**src/rtl/q_action_select.sv**
```systemverilog
// Epsilon-greedy action selector for a grid-world Q-learning agent.
// Reads the Q-values for the current cell, picks an action and presents the step downstream.
module q_action_select #(
  parameter int ROWS        = 5,
  parameter int COLS        = 5,
  parameter int ACTIONS     = 4,
  parameter int ADDR_WIDTH  = 7,
  parameter int DATA_WIDTH  = 8,
  parameter int GOAL_ROW    = 4,
  parameter int GOAL_COL    = 4,
  parameter int GOAL_REWARD = 10
) (
  input  logic                  clk,
  input  logic                  rst,
  input  logic                  start,
  input  logic [7:0]            eps_thresh,
  output logic                  rd_en,
  output logic [ADDR_WIDTH-1:0] rd_addr,
  input  logic [DATA_WIDTH-1:0] rd_data,
  output logic [2:0]            row,
  output logic [2:0]            col,
  output logic [1:0]            action,
  output logic [2:0]            next_row,
  output logic [2:0]            next_col,
  output logic [7:0]            reward,
  output logic                  step_valid,
  input  logic                  step_ready,
  output logic                  episode_done
);

  typedef enum logic [2:0] {
    S_IDLE,
    S_READ,
    S_DRAIN,
    S_SELECT,
    S_OUT
  } state_t;

  localparam logic [1:0] LAST_A   = 2'(ACTIONS - 1);
  localparam logic [2:0] LAST_ROW = 3'(ROWS - 1);
  localparam logic [2:0] LAST_COL = 3'(COLS - 1);
  localparam logic [2:0] G_ROW    = 3'(GOAL_ROW);
  localparam logic [2:0] G_COL    = 3'(GOAL_COL);

  state_t                  state;
  state_t                  state_next;
  logic [1:0]              a_cnt;
  logic                    rd_pending;
  logic [1:0]              rd_idx;
  logic [DATA_WIDTH-1:0]   max_val;
  logic [1:0]              max_act;
  logic [15:0]             lfsr;
  logic                    lfsr_fb;
  logic [ADDR_WIDTH-1:0]   cell_base;
  logic                    explore;
  logic [1:0]              sel_act;
  logic [2:0]              sel_row;
  logic [2:0]              sel_col;
  logic                    next_is_goal;

  assign lfsr_fb      = lfsr[15] ^ lfsr[13] ^ lfsr[12] ^ lfsr[10];
  assign cell_base    = ADDR_WIDTH'((32'(row) * 32'(COLS) + 32'(col)) * 32'(ACTIONS));
  assign next_is_goal = (next_row == G_ROW) && (next_col == G_COL);

  // Action choice and the clamped move it implies; latched on leaving SELECT.
  always_comb begin
    explore = lfsr[7:0] < eps_thresh;
    sel_act = explore ? lfsr[9:8] : max_act;
    sel_row = row;
    sel_col = col;
    case (sel_act)
      2'd0: if (row != 3'd0)    sel_row = row - 3'd1;
      2'd1: if (row != LAST_ROW) sel_row = row + 3'd1;
      2'd2: if (col != 3'd0)    sel_col = col - 3'd1;
      default: if (col != LAST_COL) sel_col = col + 3'd1;
    endcase
  end

  always_comb begin
    state_next = state;
    rd_en      = 1'b0;
    rd_addr    = '0;
    step_valid = 1'b0;
    case (state)
      S_IDLE:   if (start) state_next = S_READ;
      S_READ: begin
        rd_en   = 1'b1;
        rd_addr = cell_base + ADDR_WIDTH'(a_cnt);
        if (a_cnt == LAST_A) state_next = S_DRAIN;
      end
      S_DRAIN:  state_next = S_SELECT;
      S_SELECT: state_next = S_OUT;
      S_OUT: begin
        step_valid = 1'b1;
        if (step_ready) state_next = S_IDLE;
      end
      default:  state_next = S_IDLE;
    endcase
  end

  always_ff @(posedge clk or posedge rst) begin
    if (rst) begin
      state        <= S_IDLE;
      a_cnt        <= '0;
      rd_pending   <= 1'b0;
      rd_idx       <= '0;
      max_val      <= '0;
      max_act      <= '0;
      lfsr         <= 16'hACE1;
      row          <= '0;
      col          <= '0;
      action       <= '0;
      next_row     <= '0;
      next_col     <= '0;
      reward       <= '0;
      episode_done <= 1'b0;
    end else begin
      state      <= state_next;
      lfsr       <= {lfsr[14:0], lfsr_fb};
      a_cnt      <= (state == S_READ) ? a_cnt + 2'd1 : 2'd0;
      rd_pending <= rd_en;
      rd_idx     <= a_cnt;

      // Data for a read arrives one cycle late; strict compare keeps the lowest index on ties.
      if (rd_pending && (rd_idx == 2'd0 || rd_data > max_val)) begin
        max_val <= rd_data;
        max_act <= rd_idx;
      end

      if (state == S_SELECT) begin
        action   <= sel_act;
        next_row <= sel_row;
        next_col <= sel_col;
        reward   <= ((sel_row == G_ROW) && (sel_col == G_COL)) ? 8'(GOAL_REWARD) : 8'd0;
      end

      episode_done <= 1'b0;
      if (state == S_OUT && step_ready) begin
        if (next_is_goal) begin
          row          <= '0;
          col          <= '0;
          episode_done <= 1'b1;
        end else begin
          row <= next_row;
          col <= next_col;
        end
      end
    end
  end

endmodule

```
**config.mk**
```make
export PLATFORM = sky130hd
export DESIGN_NAME = q_action_select
export DESIGN_NICKNAME = d
export VERILOG_FILES = /design/src/rtl/q_action_select.sv
export SDC_FILE = /design/constraint.sdc
export NUM_CORES = 1
export LEC_CHECK = 0
export ABC_AREA = 1
export CAP_MARGIN = 10
export CORE_MARGIN = 2
export CORE_UTILIZATION = 40
export DETAILED_ROUTE_END_ITERATION = 10
export GPL_ROUTABILITY_DRIVEN = 0
export MAX_ROUTING_LAYER = met4
export PLACE_DENSITY = 0.76
export SYNTH_ARGS = -nofsm -noshare
export SYNTH_HDL_FRONTEND = slang
export SYNTH_SLANG_ARGS = --single-unit
```
**constraint.sdc**
```tcl
create_clock -name clk -period 1.98 [get_ports clk]
set_input_delay 0.396 -clock clk [delete_from_list [all_inputs] [get_ports clk]]
set_output_delay 0.396 -clock clk [all_outputs]
set_load 0.02 [all_outputs]
```
==> results_dict.tcl, run 1 <==
set metrics [dict create \
    grt_pass1_vias 2434 \
    design_area_mm2 0.004153 \
    io_buffers 45 \
    hold_violations 0 \
    wl_per_cell_um 13.86 \
    ir_drop_mv 1.732 \
    start_kind "flop" \
    synthTopCellsByArea "dfrtp_1 (37%), ha_1 (13%), nand2_1 (8.6%)" \
    drv_slew 0 \
    synth_top_family_by_area "simple AND/OR/NAND/NOR gates" \
    violations "setup timing" \
    grt_max_degree 51 \
    ios 52 \
    remaining_drc_errors 0 \
    dieArea_mm2 0.007751 \
    period_needed_ps 2481 \
    dr.pass1.iters 4 \
    fin_worst_skew_ps 10.66 \
    reg2reg_slack_ps -270 \
    htree_levels 2 \
    path_clk_slew_ps 100 \
    die_h_um 88.04 \
    p_leak_nw 2.000 \
    num_rows 30 \
    initial_utilization_pct 41.36 \
    crit_slowest_cell "dfrtp_2" \
    areaGrowthSynthToFinish_pct 46.99 \
    cellPowerDensity_mw_per_mm2 1538 \
    cts.sinks 50 \
    core-area_mm2 0.006832 \
    rsz0062_at_grt "yes" \
    clk_path_buf_depth 2 \
    avgSynthCellArea_um2 8.587 \
    critPathMaxFanout 2 \
    maxCapViolations 0 \
    totalWireLength_um 7029 \
    synth.largest_area_cell "dfrtp_1" \
    grt_usage_pct 18.96 \
    path_common_cell "ha_4" \
    synth.distinct_cells 29 \
    fin_util_pct 60.79 \
    via_per_inst 4.805 \
    die_w_um 88.04 \
    layout.cells.non_filler 507 \
    antenna_found_initial 0 \
    yosys.area_share.simple_pct 20.42 \
    cp_cell_sequence "ha_4 > ha_4 > ha_4 > nand2_2 > nor2_2 > a211oi_2 > xor2_1 > nor2_2 > buf_6" \
    n_fill_cell 562 \
    cts_tree "done" \
    finalSetupViolations 12 \
    ant_nets 0 \
    num_antenna_cells 0 \
    outcome "finished with violations" \
    worst_slack_ps -500.6 \
    synth_top_area_share_pct 37.20 \
    synthAdderAreaFrac_pct 13.99 \
    worst_ep_arrival_time_ps 2080 \
    required_ps 1580 \
    layout-drive-gt1-share_pct 35.52 \
    initialDrtViolationCount 207 \
    ctsHoldBuffers 0 \
    synthMuxAreaShare_pct 0 \
    synth_compound_area_share_pct 7.927 \
    clk_latency_ps 310 \
    slowest_delay_ps 430 \
    yosys_warnings 0 \
    ys_seq_elements 50 \
    root_buffer "clkbuf_8" \
    nets 461 \
    clock.fmax_ghz 0.4031 \
    min_path_type "flop to flop" \
    grt_first_pass_wirelength_um 11010 \
    dp_hpwl_um 4420 \
    yosysSeqAreaShare_pct 44.64 \
    finalCritPeriodShare_pct 125.3 \
    placed_area_mm2 0.003621 \
    cts_buffers 5 \
    netlist_area_mm2 0.002825 \
    post_synth_xor_area_fraction_pct 3.720 \
    num_vias 2436 \
    grt.overflow.total 0 \
    netlist_instances 329 \
    endpoint_kind "output port" \
    crit_type "flop to output port" \
    dp_cells 485 \
]
## sequential cells by signal, indices dropped and copies added (netlist names)
name,flops
episode_done,1
lfsr,16
reward,1
next_row,3
state,3
row,3
a_cnt,2
col,3
rd_idx,2
max_act,2
rd_pending,1
max_val,8
action,2
next_col,3
## what timing repair did
action	4_1_cts	5_1_grt
gates cloned	4	1
setup buffers	9	4
pin swaps	37	32
endpoints found under the setup margin	27	25
gates resized for setup	92	49
## Yosys cell counts
cell type / number
xor2_1: 7
inv_1: 48
fa_1: 1
o221ai_1: 1
clkinv_1: 1
dfstp_2: 8
buf_2: 2
dfrtp_1: 42
xnor2_1: 5
nor3_1: 3
buf_4: 7
nand4_1: 2
a211oi_1: 1
nand2_2: 5
nor4_1: 1
nand2_1: 65
nand3_1: 21
nand2_4: 2
ha_1: 30
clkbuf_1: 2
a221oi_1: 1
a21oi_1: 17
nor3_4: 1
nor2_1: 31
o21ai_0: 21
clkbuf_2: 1
conb_1: 1
a21oi_2: 1
nand3b_1: 1
## final timing paths
path,cells past startpoint,endpoint,from
max,9,rd_addr[6],row[0]
min,0,lfsr[15],lfsr[14]
max reg2reg,14,reward[1],lfsr[5]
min reg2reg,0,lfsr[15],lfsr[14]
max in group asynchronous,3,lfsr[13],rst
min in group asynchronous,3,lfsr[4],rst
## power breakdown
part	internal (mW)	switching, mW
sequential	1.33	0.239
combinational	2.00	2.22
clock	0.252	0.344
## through the flow
step	worst slack [ps]	setup TNS [ps]	power, mW	hold WS, ps
finish	-500.6	-2649	6.388	366.3
global route	-581.5	-3884	6.884	385.2
CTS	-508.3	-2241	6.117	366.6
detailed placement	-658.3	-10200	5.054	347.7
global placement	-635.4	-8654	4.939	338.5
floorplan	-204.3	-464.1	3.772	333.0
## per-layer routing
| layer | GRT usage, % | vias up | share of wire (%) |
|---|---|---|---|
| met5 | - | - | 0 |
| met4 | 7.576 | 0 | 1.8 |
| met3 | 3.205 | 12 | 5.5 |
| met2 | 30.85 | 72 | 49 |
| met1 | 23.57 | 1153 | 43 |
| li1 | - | 1199 | - |
## final cells by class
| cell class | instances | area (µm²) | share of cell area [%] |
|---|---|---|---|
| Clock buffer | 6 | 72.57 | 1.748 |
| Clock inverter | 2 | 13.76 | 0.3314 |
| Inverter | 49 | 183.9 | 4.429 |
| Multi-Input combinational cell | 225 | 1742 | 41.94 |
| Sequential cell | 50 | 1265 | 30.46 |
| Tap cell | 96 | 120.1 | 2.892 |
| Timing Repair Buffer | 79 | 755.7 | 18.20 |
## placed cells by master (no fill, tap or decap), types with 6 or more instances in the layout
| cell type | netlist | layout |
|---|---|---|
| buf_4 | 7 | 26 |
| dfrtp_1 | 42 | 39 |
| inv_2 | 0 | 10 |
| clkdlybuf4s50_1 | 0 | 27 |
| buf_6 | 0 | 9 |
| o21ai_1 | 0 | 7 |
| inv_1 | 48 | 38 |
| conb_1 | 1 | 6 |
| nand2_1 | 65 | 53 |
| nand3_1 | 21 | 10 |
| a21oi_2 | 1 | 9 |
| nor2_1 | 31 | 18 |
| ha_1 | 30 | 17 |
| xor2_1 | 7 | 7 |
| o21ai_0 | 21 | 11 |
| dfstp_2 | 8 | 8 |
| nand2_4 | 2 | 8 |
| nand3_2 | 0 | 10 |
| a21oi_1 | 17 | 7 |
| ha_4 | 0 | 11 |
| dlygate4sd2_1 | 0 | 9 |
| nand2_2 | 5 | 13 |
| nor2_2 | 0 | 8 |
## worst max-delay path: cells and delay by family, from the launching register on
kind	cells	cell delay, ps
compound gates	1	160
xor+xnor	1	210
fa+ha+maj	3	710
buf+inv	1	130
flops	1	430
simple gates	3	140
## kinds of logic after synthesis
kind of cell,Yosys count
flops,50
xor+xnor,12
fa+ha+maj,31
simple gates,132
compound gates,42
buf+inv,61
other cells,1
No activity file was read; power rests on OpenSTA's default activity.
==> run 2: changes to the inputs <==
Settings changed: ABC_CLOCK_PERIOD_IN_PS from default to 1980.
==> results of run 2 <==
Final layout, timing and power as in run 1 (identical DEF).
==> run 3: changes to the inputs <==
Settings changed: CORE_ASPECT_RATIO from default to 2, GPL_ROUTABILITY_DRIVEN 0 to default.
==> run 3 against run 2 <==
  * The flow still finishes with violations (setup timing)
  * Via count rose by 1.7%
  * Final cell count fell by 1.2%
  * Utilization rose by 2.0 points
  * Combinational power fell by 5%
  * Clock power rose by 48%
  * Non-clock buffer count did not move
  * Critical path depth did not move
  * Critical path type unchanged
  * Critical endpoint unchanged
  * Largest cell class unchanged
==> results_dict.tcl, run 3 (synthesis gave the netlist of run 1 again) <==
set metrics [dict create \
    initial_utilization_pct 41.02 \
    regMostFlops "lfsr" \
    finalCritPeriodShare_pct 124.7 \
    path_clk_slew_ps 60 \
    period_needed_ps 2468 \
    cp_cell_sequence "ha_4 > ha_4 > ha_4 > nand2_2 > nor2_1 > a211oi_2 > xor2_1 > nor2_2 > buf_6" \
    crit_type "flop to output port" \
    cts_tree "done" \
    worst_slack_ps -488.1 \
    root_buffer "clkbuf_16" \
    gp_congestion 0.8212 \
    ir_drop_mv 1.514 \
    reg2reg_to "reward[1]" \
    drv_slew 0 \
    holdWs_ps 359.0 \
    num_rows 43 \
    dr.pass1.iters 6 \
    layout.cells.non_filler 501 \
    rsz0062_at_grt "yes" \
    cellPowerDensity_mw_per_mm2 1511 \
    ios 52 \
    ctsHoldBuffers 0 \
    die_w_um 63.43 \
    holdPathEnd "lfsr[15]" \
    start_kind "flop" \
    antenna_found_initial 0 \
    die_h_um 122.9 \
    r2r_start "lfsr[5]" \
    cts_buffers 5 \
    hold_violations 0 \
    dieArea_mm2 0.007792 \
    initialDrtViolationCount 90 \
    critPathTopFamily "adder cells" \
    via_per_inst 4.946 \
    p_leak_nw 2.062 \
    crit_slowest_cell "dfrtp_2" \
    maxCapViolations 0 \
    num_antenna_cells 0 \
    endpoint_kind "output port" \
    finalSetupViolations 13 \
    reg2reg_slack_ps -280 \
    violations "setup timing" \
    design_area_mm2 0.004323 \
    grt_max_degree 51 \
    placed_area_mm2 0.003608 \
    mostFrequentLayoutCell "nand2_1" \
    grt_usage_pct 18.89 \
    critPathMaxFanout 2 \
    wl_per_cell_um 14.55 \
    holdPathStages 0 \
    core-area_mm2 0.006887 \
    dp_hpwl_um 4932 \
    grt_pass1_vias 2451 \
    crit_buf_inv 1 \
    htree_levels 2 \
    slowest_delay_ps 420 \
    totalWireLength_um 7288 \
    clk_latency_ps 290 \
    grt.overflow.total 0 \
    path_common_cell "ha_4" \
    cts.sinks 50 \
    min_path_type "flop to flop" \
    worst_ep_arrival_time_ps 2070 \
    top_regs "lfsr: 16 flops, max_val: 8 flops" \
    worstHoldStart "lfsr[14]" \
    areaGrowthSynthToFinish_pct 53.01 \
    num_vias 2478 \
    nets 461 \
    dp_cells 480 \
    remaining_drc_errors 0 \
    outcome "finished with violations" \
    fin_worst_skew_ps 7.418 \
    io_buffers 45 \
    final_cell_mix "nand2_1 (53), inv_1 (42), dfrtp_1 (39), clkdlybuf4s50_1 (28), buf_4 (24)" \
    clock.fmax_ghz 0.4052 \
    ant_nets 0 \
    layout-drive-gt1-share_pct 34.31 \
    largest_reg_flops 16 \
    required_ps 1580 \
    grt_first_pass_wirelength_um 11030 \
    reg2regPathDepth 15 \
    clk_path_buf_depth 2 \
]
## run 3: timing repair
item | CTS | global route
gates resized for setup | 92 | 54
gates cloned | 2 | 0
buffers inserted | 6 | 5
pin swaps | 45 | 32
setup endpoints to repair | 27 | 27
## run 3: how the worst max path moves through the flow
stage	start	end	slack [ps]	depth (start not counted)
after detailed placement	row[2]	rd_addr[6]	-670	9
after global routing	row[0]	rd_addr[6]	-540	9
final	row[0]	rd_addr[6]	-490	9
after global placement	row[2]	rd_addr[6]	-640	9
after floorplan	row[0]	rd_addr[6]	-200	8
after CTS	row[0]	rd_addr[6]	-500	9
## run 3: worst reg2reg max path: stages (launching register included)
cell,delay [ps]
dfstp_2,550
ha_4,210
a21oi_4,140
nor2_4,60
nor3_4,230
buf_6,140
buf_6,90
nand3b_1,170
nand2_8,170
nand3_2,70
nand2_1,90
nor2_2,50
nand2_1,60
nor2_1,40
nand2_1,40
nand2_1,50
## run 3: final cells by class
| type | instances | area [µm²] |
|---|---|---|
| Tap cell | 90 | 112.6 |
| Clock buffer | 6 | 138.9 |
| Timing Repair Buffer | 79 | 754.5 |
| Fill cell | 576 | 2564 |
| Inverter | 49 | 183.9 |
| Sequential cell | 50 | 1265 |
| Multi-Input combinational cell | 225 | 1856 |
| Clock inverter | 2 | 12.51 |
## run 3: through the flow
stage | power [mW] | util [%] | setup slack (ps) | setup TNS [ps]
CTS | 6.332 | 58.88 | -497.6 | -2495
global route | 6.980 | 62.77 | -543.3 | -4058
global placement | 4.956 | 52.40 | -642.9 | -8767
detailed placement | 5.097 | 52.40 | -673.6 | -9695
finish | 6.533 | 62.77 | -488.1 | -2973
floorplan | 3.772 | - | -204.3 | -464.1
## run 3: metal layers
layer | global-route usage (%) | vias up | share of wire, % | routed length, µm
li1 | - | 1203 | - | -
met1 | 18.24 | 1192 | 35 | 2575
met2 | 35.39 | 64 | 58 | 4251
met3 | 2.016 | 19 | 2.4 | 174
met4 | 11.28 | 0 | 3.9 | 286
met5 | - | - | 0 | 0
## run 3: power by group
group          internal, mW  switching, mW
registers              1.33          0.279
clock network         0.501          0.385
logic                  1.87           2.17
